### src/rtl/gumnut_alu.sv
// Gumnut 8-bit ALU: decodes IR combinationally, holds the C/Z flags in registers.
// Optional macro ALU_SHIFT_RESULT_EN adds the ALU_shift_result debug/writeback port.
module gumnut_alu (
    input  logic        clk,
    input  logic        rst_n,
    input  logic [7:0]  GPR_rs,
    input  logic [7:0]  GPR_r2,
    input  logic [17:0] IR,
`ifdef ALU_SHIFT_RESULT_EN
    output logic [7:0]  ALU_shift_result,
`endif
    output logic [7:0]  ALU_result,
    output logic        cc_C,
    output logic        cc_Z
);

    logic        isImm;
    logic        isMem;
    logic        isShift;
    logic        isReg;

    logic [2:0]  shCount;
    logic [1:0]  shFn;
    logic [15:0] shWide;
    logic [7:0]  shResult;
    logic        shCarry;

    logic [2:0]  aluFn;
    logic [7:0]  aluB;
    logic [8:0]  aluWide;

    logic [7:0]  memAddr;
    logic [7:0]  result;
    logic        carryNext;
    logic        flagUpdate;

    logic        c_q;
    logic        c_d;
    logic        z_q;
    logic        z_d;

    logic        unusedIr;

    assign isImm   = ~IR[17];
    assign isMem   = (IR[17:16] == 2'b10);
    assign isShift = (IR[17:15] == 3'b110);
    assign isReg   = (IR[17:14] == 4'b1110);

    assign shCount = IR[7:5];
    assign shFn    = IR[1:0];

    // Shifts run in a 16-bit window so the last bit shifted out lands at a fixed index.
    always_comb begin
        shWide   = 16'h0000;
        shResult = 8'h00;
        shCarry  = 1'b0;
        case (shFn)
            2'b00: begin
                shWide   = {8'h00, GPR_rs} << shCount;
                shResult = shWide[7:0];
                shCarry  = shWide[8];
            end
            2'b01: begin
                shWide   = {GPR_rs, 8'h00} >> shCount;
                shResult = shWide[15:8];
                shCarry  = shWide[7];
            end
            2'b10: begin
                shWide   = {GPR_rs, GPR_rs} << shCount;
                shResult = shWide[15:8];
            end
            default: begin
                shWide   = {GPR_rs, GPR_rs} >> shCount;
                shResult = shWide[7:0];
            end
        endcase
    end

    assign aluFn = isImm ? IR[16:14] : IR[2:0];
    assign aluB  = isImm ? IR[7:0] : GPR_r2;

    // Bit 8 of a difference is the borrow, since the 9-bit result goes negative when A < B(+C).
    always_comb begin
        aluWide = 9'h000;
        case (aluFn)
            3'b000:  aluWide = {1'b0, GPR_rs} + {1'b0, aluB};
            3'b001:  aluWide = {1'b0, GPR_rs} + {1'b0, aluB} + {8'h00, c_q};
            3'b010:  aluWide = {1'b0, GPR_rs} - {1'b0, aluB};
            3'b011:  aluWide = {1'b0, GPR_rs} - {1'b0, aluB} - {8'h00, c_q};
            3'b100:  aluWide = {1'b0, GPR_rs & aluB};
            3'b101:  aluWide = {1'b0, GPR_rs | aluB};
            3'b110:  aluWide = {1'b0, GPR_rs ^ aluB};
            default: aluWide = {1'b0, GPR_rs & ~aluB};
        endcase
    end

    assign memAddr = GPR_rs + IR[7:0];

    always_comb begin
        result     = 8'h00;
        carryNext  = 1'b0;
        flagUpdate = 1'b0;
        if (isImm || isReg) begin
            result     = aluWide[7:0];
            carryNext  = aluWide[8];
            flagUpdate = 1'b1;
        end else if (isMem) begin
            result = memAddr;
        end else if (isShift) begin
            result     = shResult;
            carryNext  = shCarry;
            flagUpdate = 1'b1;
        end
    end

    always_comb begin
        c_d = c_q;
        z_d = z_q;
        if (flagUpdate) begin
            c_d = carryNext;
            z_d = (result == 8'h00);
        end
    end

    always_ff @(posedge clk or negedge rst_n) begin
        if (!rst_n) begin
            c_q <= 1'b0;
            z_q <= 1'b0;
        end else begin
            c_q <= c_d;
            z_q <= z_d;
        end
    end

    assign ALU_result = result;
    assign cc_C       = c_q;
    assign cc_Z       = z_q;

`ifdef ALU_SHIFT_RESULT_EN
    assign ALU_shift_result = shResult;
`endif

    // Displacement/unused opcode bits carry no meaning for the ALU itself.
    assign unusedIr = ^{IR[13:8], IR[4:3]};

endmodule

### config.mk
export PLATFORM = sky130hd
export DESIGN_NAME = gumnut_alu
export DESIGN_NICKNAME = d
export VERILOG_FILES = /design/src/rtl/gumnut_alu.sv
export SDC_FILE = /design/constraint.sdc
export NUM_CORES = 1
export LEC_CHECK = 0
export CORE_ASPECT_RATIO = 1.5
export CORE_MARGIN = 8
export CORE_UTILIZATION = 40
export CTS_BUF_LIST = sky130_fd_sc_hd__clkbuf_8
export CTS_CLUSTER_SIZE = 12
export DETAILED_ROUTE_END_ITERATION = 16
export GPL_TIMING_DRIVEN = 0
export PLACE_DENSITY_LB_ADDON = 0.15
export SLEW_MARGIN = 20
export SYNTH_ARGS = -nofsm -noshare
export SYNTH_HDL_FRONTEND = slang
export SYNTH_SLANG_ARGS = --single-unit
### constraint.sdc
create_clock -name clk -period 5.5 [get_ports clk]
set_clock_uncertainty 0.05 [all_clocks]
set_input_delay 0.825 -clock clk [delete_from_list [all_inputs] [get_ports clk]]
set_output_delay 0.825 -clock clk [all_outputs]
set_load 0.02 [all_outputs]
Word level (Yosys, flattened, before mapping). Index checks and enable logic that the tools add are counted.

Register bits after elaboration: 2. Bits in latches: 0. Bits in writable memories: 0. ROM bits: 0. Input bits: 36. Output and inout port bits: 10. Logic and storage cells: 46. Memories: 0.

$add $sub $neg: 5. Multipliers: 0. Div/mod/pow operators: 0. Order comparisons: 0. Equal/unequal tests: 11. Shift operators: 4. Multiplexer cells: 14. Bitwise operators: 6. Reduce and logical (&&, ||, !) cells: 4.

Operator list (count): one-hot mux 9 bit (7 select lines) (1); 2-to-1 mux 8 bit (4); one-hot mux 8 bit (3 select lines) (1); AND 8 bit (2); << shifter 16 x 3 -> 16 bit (1); >> shifter 16 x 3 -> 16 bit (1); >> shifter 16 x 3 -> 8 bit (1); equality test 3 bit (second input constant) (4); adder 8 x 8 -> 9 bit (1); adder 9 x 1 -> 9 bit (1); << shifter 8 x 3 -> 9 bit (1); subtractor 8 x 8 -> 9 bit (1); subtractor 9 x 1 -> 9 bit (1); adder 8 bit (1); zero test 8 bit (1); NOT 8 bit (1); bitwise OR 8 bit (1); XOR 8 bit (1); equality test 3 x 2 -> 1 bit (second input constant) (2); 2-to-1 mux 1 bit (6); equality test 2 bit (second input constant) (2); equality test 4 bit (second input constant) (1); equality test 3 x 1 -> 1 bit (second input constant) (1); zero test 3 bit (1); 6 further kinds (6).

Depth between registers and ports, before layout. Gate-level depths: netlist of run 1.

Depth after elaboration: 6. Gate-level depth with buffers: 16. Depth with buffers taken out: 13.

Least setup slack after synthesis of run 1. Ideal clock, no wire load.

Kind: input-to-output. Start: input IR[17]. End: output ALU_result[7]. Arrival: 3.921 ns. Required time: 4.625 ns. Setup slack: 0.704 ns. Stages: 12. Path buffers: 3. Cell sequence: clkbuf_2 -> buf_4 -> buf_2 -> mux2i_1 -> ha_1 -> or3b_2 -> o2111ai_1 -> xor2_1 -> nand4_1 -> xnor2_1 -> nand2_1 -> a32oi_1.

Word-level cells in the longest chain between the ends: 5. Elaborated cells between the ends (all ways): 27. Classes of those cells: 4 x add/sub; 9 x eq/ne; 6 x mux; 6 x bitwise; 2 x reduce/logical.

RTL lines: start, declared (RTL line 8) `input logic [17:0] IR,`; 2-to-1 mux 8 bit (RTL line 80) `assign aluB = isImm ? IR[7:0] : GPR_r2;`; subtractor 8 x 8 -> 9 bit (tied with other cells) (RTL line 88, 89); subtractor 9 x 1 -> 9 bit (tied with other cells) (RTL line 89) `3'b011: aluWide = {1'b0, GPR_rs} - {1'b0, aluB} - {8'h00, c_q};`; one-hot mux 9 bit (7 select lines) (RTL line 85) `case (aluFn)`; 2-to-1 mux 8 bit * (RTL line 103) `if (isImm || isReg) begin`; end, declared (RTL line 12) `output logic [7:0] ALU_result,`.

Mark *: on every way between the ends. The rest lies on a longest branch, timed or not.

Worst setup path after layout of run 1.
Start: input IR[1]. End: output ALU_result[3].

Word-level cells in the longest chain between the ends: 5. Elaborated cells between the ends (all ways): 22. Classes of those cells: 5 x add/sub; 8 x eq/ne; 7 x mux; 2 x reduce/logical.

RTL lines (RTL line): 2-to-1 mux 8 bit (tied with other cells) (80); subtractor 8 x 8 -> 9 bit (tied with other cells) (88, 89); subtractor 9 x 1 -> 9 bit (tied with other cells) (89); one-hot mux 9 bit (7 select lines) / 2-to-1 mux 8 bit (equally long branches) (85, 107); 2-to-1 mux 8 bit * (103).

Marked as above.

==> impl_metrics.py, run 1 <==
metrics = {
    "run_status": {
        "outcome": "finished clean",
    },
    "floorplan": {
        "fp.dieArea_um2": 11300,
        "chip_height_um": 126,
        "initial_core_util_pct": 40.8,
        "floorplan.rows": 40,
        "core_area_um2": 7910,
        "die-width_um": 89.4,
        "io_pins": 46,
    },
    "setup_path": {
        "path_max_fanout": 10,
        "startpoint_type": "primary input",
        "required_ns": 4.62,
        "critPathCaptureType": "output port",
        "arrival_ns": 4.50,
        "worst-path-buf-inv": 4,
        "timing_worst_setup_path_type": "in -> out",
        "critical_path.top_delay_family": "buffers and inverters",
        "cp_cell_sequence": "clkdlybuf4s50_1 > buf_4 > mux2i_4 > inv_1 > fa_1 > xnor2_1 > nand3_1 > nor2_1 > xnor2_1 > o22ai_1 > a21oi_1 > o21ai_0 > clkdlybuf4s50_1",
        "critPathMaxStageDelay_ns": 0.68,
        "worst_path_max_delay_cell": "sky130_fd_sc_hd__clkdlybuf4s50_1",
    },
    "placed_design": {
        "place.port_buffers": 37,
        "gp_congestion": 0.985,
        "dp.final_hpwl_um": 10500,
    },
    "grt": {
        "met1_resource_use_gr_pct": 25.2,
        "global_route_met2_utilization_pct": 41.7,
        "grt_pass1_wl_um": 20700,
        "grt.busiest_layer": "met2",
        "grt_ovf": 0,
        "track_usage_pct": 23.4,
        "groute.layer.met3.usage_pct": 2.28,
        "first_global_vias": 3962,
        "antenna_found_initial": 0,
        "grt_start_max_net_pins": 13,
    },
    "cts": {
        "cts_tree": "built",
        "clock_sinks": 2,
        "worst_skew_pair.late_latency_ns": 0.21,
        "cts.clk_slew.worst_paths_ns": 0.03,
        "clockRootBuffer": "sky130_fd_sc_hd__clkbuf_8",
        "number_of_clock_buffers_inserted_by_tritoncts": 3,
        "cts_htree_levels": 1,
        "max-clock-path-buffers": 2,
    },
    "final_layout": {
        "n_fill_cell": 854,
        "final_net_count": 585,
        "antenna_cells": 0,
        "area_growth_pct": 22.3,
        "final_layout_size_suffix_gt1_share_pct": 12.0,
        "layout.core_utilization_pct": 49.9,
    },
    "pwr": {
        "switching_power_mw": 0.314,
        "p_int_mw": 0.263,
        "irDropWorstVdd_v": 0.0000691,
        "leakagePower_nw": 1.63,
        "switching_share_pct": 54.4,
        "combPwrFrac_pct": 86.6,
        "p_clk_share_pct": 10.3,
        "share_seq_of_total_power_pct": 3.1,
        "powerDensity_nw_per_um2": 146,
    },
    "timing": {
        "finalSetupViolations": 0,
        "fin_tns_setup_ns": 0,
        "worst_pin_slew_ns": 0.902,
        "timing.final.hold_violations": 0,
        "min_period_over_period_pct": 97.7,
        "timing.final.max_slew_violations": 0,
        "min_period_ns": 5.37,
        "relative_slew_slack_pct": 38.1,
        "fmax_ghz": 0.186,
    },
    "synth": {
        "synth.top_cells.by_area": "sky130_fd_sc_hd__ha_1 14%, sky130_fd_sc_hd__mux2i_1 9.6%, sky130_fd_sc_hd__a21oi_1 4.8%",
        "dominantRegCellSynth": "sky130_fd_sc_hd__dfrtp_1",
        "mappedNetlistArea_um2": 3230,
        "synth.yosys.warnings": 0,
        "synthDistinctLibCells": 67,
        "synthesis.nets": 539,
        "synth_seq_cells": 2,
        "synthCells": 464,
        "synth_area_per_cell_um2": 6.96,
        "library_cell_with_the_largest_summed_area_after_synthesis": "sky130_fd_sc_hd__ha_1",
        "sequential_to_total_area_share_from_yosys_stat_pct": 1.55,
        "synthDominantCellAreaShare_pct": 14.0,
        "postSynth.asyncResetShare_pct": 100,
        "synth_enable_flop_cells": 0,
    },
    "route": {
        "routed-via-count": 3894,
        "postRouteWirelength_um": 13100,
        "post-route-drc-count": 0,
        "detailedRoute.firstPassIterationCount": 4,
        "post_drt_wl_per_cell_um": 21.3,
        "avgViaCountPerCell": 6.35,
        "drt_iter0_drc": 194,
        "antenna_left": 0,
    },
    "worst_hold_path": {
        "hp-class": "reg -> reg",
    },
    "run": {
        "max_cap_violations": 0,
    },
}
-- final timing paths --
kind	from	endpoint	slack (ns)	cells after the start
worst min-delay path	cc_Z$_DFFE_PN0P_	cc_Z$_DFFE_PN0P_	0.54	2
worst max register to register	cc_C$_DFFE_PN0P_	cc_Z$_DFFE_PN0P_	2.39	10
min in group asynchronous	rst_n	cc_C$_DFFE_PN0P_	0.73	1
worst min register to register	cc_Z$_DFFE_PN0P_	cc_Z$_DFFE_PN0P_	0.54	2
worst max-delay path	IR[1]	ALU_result[3]	0.13	13
max in group asynchronous	rst_n	cc_Z$_DFFE_PN0P_	4.55	1
-- cell families after synthesis --
family,share of synthesized area (%)
mux,12.8
buf+inv,7.64
xor+xnor,7.60
flops,1.55
compound gates,33.7
fa+ha+maj,15.8
simple gates,20.9
-- worst reg2reg max path, stage by stage (launching register included) --
cell	delay, ns
sky130_fd_sc_hd__dfrtp_1	0.42
sky130_fd_sc_hd__ha_1	0.25
sky130_fd_sc_hd__ha_1	0.23
sky130_fd_sc_hd__nand2_1	0.08
sky130_fd_sc_hd__xor2_1	0.13
sky130_fd_sc_hd__o21ai_0	0.09
sky130_fd_sc_hd__a211oi_1	0.33
sky130_fd_sc_hd__a31oi_1	0.11
sky130_fd_sc_hd__or4_1	0.57
sky130_fd_sc_hd__or4_1	0.44
sky130_fd_sc_hd__o31ai_2	0.29
-- layout by cell type (no fill, tap or decap), types with 4 or more instances in the layout --
master	instances
sky130_fd_sc_hd__a211oi_1	13
sky130_fd_sc_hd__a21o_1	5
sky130_fd_sc_hd__a21oi_1	31
sky130_fd_sc_hd__a221oi_1	5
sky130_fd_sc_hd__a31oi_1	8
sky130_fd_sc_hd__a32oi_1	4
sky130_fd_sc_hd__buf_2	8
sky130_fd_sc_hd__buf_4	10
sky130_fd_sc_hd__clkbuf_1	10
sky130_fd_sc_hd__clkdlybuf4s50_1	30
sky130_fd_sc_hd__dlygate4sd2_1	4
sky130_fd_sc_hd__ha_1	35
sky130_fd_sc_hd__inv_1	28
sky130_fd_sc_hd__mux2_2	6
sky130_fd_sc_hd__mux2i_1	25
sky130_fd_sc_hd__mux2i_4	4
sky130_fd_sc_hd__nand2_1	41
sky130_fd_sc_hd__nand2b_1	9
sky130_fd_sc_hd__nand3_1	18
sky130_fd_sc_hd__nand4_1	4
sky130_fd_sc_hd__nor2_1	29
sky130_fd_sc_hd__nor3_1	16
sky130_fd_sc_hd__o211ai_1	7
sky130_fd_sc_hd__o21a_1	5
sky130_fd_sc_hd__o21ai_0	26
sky130_fd_sc_hd__o22ai_1	4
sky130_fd_sc_hd__or2_2	4
sky130_fd_sc_hd__xnor2_1	15
sky130_fd_sc_hd__xor2_1	12
-- synthesized netlist by cell type, drive strengths merged, types with 5 or more instances --
cell type and n:
nand2 41, buf 15, a31oi 8, nor3 18
mux2 6, a21oi 31, a211oi 16, xnor2 15
inv 28, a221oi 5, xor2 13, a21o 5
clkbuf 15, o211ai 7, nand2b 9, nand3 18
a32oi 5, nor2 29, o21a 5, ha 36
o31ai 5, mux2i 32, o21ai 29
-- final cells by class --
class                           count  area, um2  area share [%]
Buffer                             30        159            4.02
Inverter                           28        105            2.66
Timing Repair Buffer               41        402            10.2
Clock buffer                        3       41.3            1.05
Sequential cell                     2       50.0            1.27
Tap cell                          105        131            3.33
Multi-Input combinational cell    404       3060            77.5
-- registers in the layout (all words and copies together) (netlist names) --
signal  count
cc_C        1
cc_Z        1
-- repair_timing --
item                       CTS  global route
setup endpoints to repair    5             5
setup buffers                0             4
cloned                       0             0
pin swaps                    0             4
hold buffers                 0             0
resized for setup           29            21
-- metal layers --
layer	vias to the layer above	part of all wire, %
li1	1842	-
met1	1820	36
met2	178	51
met3	54	5.4
met4	0	6.7
met5	-	0
-- power groups by stage --
stage               logic, mW  registers [mW]  clock network [mW]
CTS                     0.477          0.0178              0.0599
global placement        0.463          0.0179                   0
floorplan               0.315          0.0191                   0
detailed placement      0.464          0.0180                   0
finish                  0.499          0.0178              0.0592
global route            0.541          0.0180              0.0599
-- metrics by stage --
step	hold WS, ns	setup WS [ns]	total power [mW]	instances	cell area (um2)
finish	0.539	0.127	0.576	613	3950
global route	0.535	-0.00748	0.619	613	3950
CTS	0.529	0.00754	0.554	609	3860
detailed placement	0.526	-0.804	0.482	606	3730
global placement	0.521	-0.769	0.481	606	3730
floorplan	0.479	0.704	0.334	464	3230
Note: power is estimated with default switching activity, not from simulation.
==> inputs of run 2 (changes only) <==
--- a/config.mk
+++ b/config.mk
@@ -5,6 +5,7 @@
 export SDC_FILE = /design/constraint.sdc
 export NUM_CORES = 1
 export LEC_CHECK = 0
+export ABC_CLOCK_PERIOD_IN_PS = 5500
 export CORE_ASPECT_RATIO = 1.5
 export CORE_MARGIN = 8
 export CORE_UTILIZATION = 40
==> results of run 2 <==
Same layout as run 1: the final DEF is identical, and so are final timing and power.
==> inputs of run 3 (changes only) <==
--- a/config.mk
+++ b/config.mk
@@ -8,7 +8,7 @@
 export ABC_CLOCK_PERIOD_IN_PS = 5500
 export CORE_ASPECT_RATIO = 1.5
 export CORE_MARGIN = 8
-export CORE_UTILIZATION = 40
+export CORE_UTILIZATION = 50
 export CTS_BUF_LIST = sky130_fd_sc_hd__clkbuf_8
 export CTS_CLUSTER_SIZE = 12
 export DETAILED_ROUTE_END_ITERATION = 16
==> impl_metrics.py, run 3 (synthesis results as in run 1) <==
metrics = {
    "floorplan": {
        "core_area_um2": 6400,
        "die-width_um": 81.6,
        "io_pins": 46,
        "fp.dieArea_um2": 9340,
        "initial_core_util_pct": 50.5,
        "chip_height_um": 114,
        "floorplan.rows": 36,
    },
    "timing": {
        "finalSetupViolations": 0,
        "final_critical_path_setup_slack_ns": 0.125,
        "timing.final.hold_violations": 0,
        "min_period_ns": 5.38,
        "hold_ws_ns": 0.516,
        "rsz_0062_raised_after_global_routing": "no",
        "worst_pin_slew_ns": 0.897,
        "relative_slew_slack_pct": 38.5,
        "min_period_over_period_pct": 97.7,
        "fin_tns_setup_ns": 0,
        "fmax_ghz": 0.186,
        "timing.final.max_slew_violations": 0,
    },
    "pwr": {
        "irDropWorstVdd_v": 0.0000934,
        "powerDensity_nw_per_um2": 149,
        "leakagePower_nw": 1.62,
    },
    "setup_path": {
        "required_ns": 4.62,
        "startpoint_type": "primary input",
        "path_max_fanout": 8,
        "critPathCaptureType": "output port",
        "rr_endpoint": "cc_Z$_DFFE_PN0P_",
        "arrival_ns": 4.50,
        "timing.reg2reg.worst_path_depth": 9,
        "crit-reg2reg-launch": "cc_C$_DFFE_PN0P_",
        "timing_worst_setup_path_type": "in -> out",
        "reg2reg_slack_ns": 2.36,
    },
    "worst_hold_path": {
        "hp-class": "reg -> reg",
        "hold_path_depth": 2,
        "worst_hold_path.endpoint": "cc_Z$_DFFE_PN0P_",
        "hp-start": "cc_Z$_DFFE_PN0P_",
    },
    "route": {
        "drt_iter0_drc": 272,
        "antenna_left": 0,
        "detailedRoute.firstPassIterationCount": 5,
        "post_drt_wl_per_cell_um": 21.6,
        "avgViaCountPerCell": 6.75,
        "postRouteWirelength_um": 12600,
        "routed-via-count": 3937,
        "post-route-drc-count": 0,
    },
    "placed_design": {
        "post-place-ws_ns": -0.714,
        "gp_congestion": 0.991,
        "placed_cells": 577,
        "dp.final_hpwl_um": 9940,
        "place.port_buffers": 37,
    },
    "run_status": {
        "outcome": "finished clean",
    },
    "final_layout": {
        "final_layout_size_suffix_gt1_share_pct": 11.0,
        "multi_input_comb_area_um2": 3040,
        "n_fill_cell": 617,
        "finish.cell_count_without_fillers": 583,
        "layout.core_utilization_pct": 60.6,
        "area_growth_pct": 20.2,
        "final_net_count": 584,
        "ff_latch_area_um2": 50.0,
        "most_frequent_standard_cell_in_the_layout_excluding_fill_and_tap_cells": "sky130_fd_sc_hd__nand2_1",
        "final_cell_mix": "41 x sky130_fd_sc_hd__nand2_1, 36 x sky130_fd_sc_hd__ha_1, 31 x sky130_fd_sc_hd__a21oi_1, 31 x sky130_fd_sc_hd__clkdlybuf4s50_1, 29 x sky130_fd_sc_hd__nor2_1",
        "antenna_cells": 0,
    },
    "cts": {
        "hold_buffers": 0,
        "cts_htree_levels": 1,
        "number_of_clock_buffers_inserted_by_tritoncts": 3,
        "clockRootBuffer": "sky130_fd_sc_hd__clkbuf_8",
        "max-clock-path-buffers": 2,
        "worst_skew_pair.late_latency_ns": 0.22,
        "clock_sinks": 2,
        "cts_tree": "built",
        "cts.clk_slew.worst_paths_ns": 0.03,
    },
    "grt": {
        "first_global_vias": 3939,
        "track_usage_pct": 26.4,
        "grt_pass1_wl_um": 19400,
        "grt_start_max_net_pins": 13,
        "antenna_found_initial": 0,
        "grt_ovf": 0,
    },
    "run": {
        "max_cap_violations": 0,
    },
}
[run 3: worst max-delay path: stages]
cell and delay (ns):
sky130_fd_sc_hd__clkdlybuf4s50_1 0.43, sky130_fd_sc_hd__clkbuf_2 0.21, sky130_fd_sc_hd__mux2i_2 0.22, sky130_fd_sc_hd__inv_1 0.11, sky130_fd_sc_hd__ha_1 0.23, sky130_fd_sc_hd__fa_1 0.42, sky130_fd_sc_hd__nor2b_2 0.24, sky130_fd_sc_hd__o22a_1 0.24
sky130_fd_sc_hd__xnor2_1 0.16, sky130_fd_sc_hd__nor3_2 0.27, sky130_fd_sc_hd__mux2_2 0.38, sky130_fd_sc_hd__a32oi_1 0.20, sky130_fd_sc_hd__o211ai_1 0.18, sky130_fd_sc_hd__dlygate4sd2_1 0.38
[run 3: worst max-delay path by stage]
stage | from | end | slack, ns | depth (start not counted)
after floorplan | IR[17] | ALU_result[7] | 0.70 | 12
after global placement | IR[1] | ALU_result[7] | -0.61 | 14
after detailed placement | IR[1] | ALU_result[7] | -0.71 | 14
after CTS | IR[1] | ALU_result[7] | 0.02 | 15
after global routing | IR[2] | ALU_result[3] | 0.001 | 12
final | IR[0] | ALU_result[5] | 0.12 | 14
[run 3: metrics by stage]
step           cell area (um2)  power, mW
5_1_grt                   3880      0.616
2_1_floorplan             3230      0.334
3_3_place_gp              3690      0.473
3_5_place_dp              3690      0.479
6_report                  3880      0.578
4_1_cts                   3820      0.553
[run 3: where the power goes]
group / total (mW) / internal, mW / switching, mW
combinational: 0.497 / 0.199 / 0.298
clock: 0.0627 / 0.0467 / 0.0160
sequential: 0.0180 / 0.0161 / 0.00185
[run 3: cell type report]
class                   count  area share, %
repair buffers             41           10.1
inverters                  28           2.71
flip-flops and latches      2           1.29
well taps                  76           2.45
clock buffers               3           1.06
multi-input cells         404           78.4
plain buffers              29           3.97
[run 3: metal layers]
metal	wire (um)	global-route usage (%)	vias up
met5	0	0	-
li1	-	-	1837
met3	679	2.52	76
met1	4530	26.9	1809
met4	779	17.9	0
met2	6590	48.2	215
[run 3: timing repair]
| action | in CTS | in global routing |
|---|---|---|
| pin swaps | 1 | 5 |
| buffers inserted | 1 | 3 |
| gates cloned | 0 | 0 |
| endpoints found under the setup margin | 5 | 4 |
| gates resized for setup | 25 | 17 |
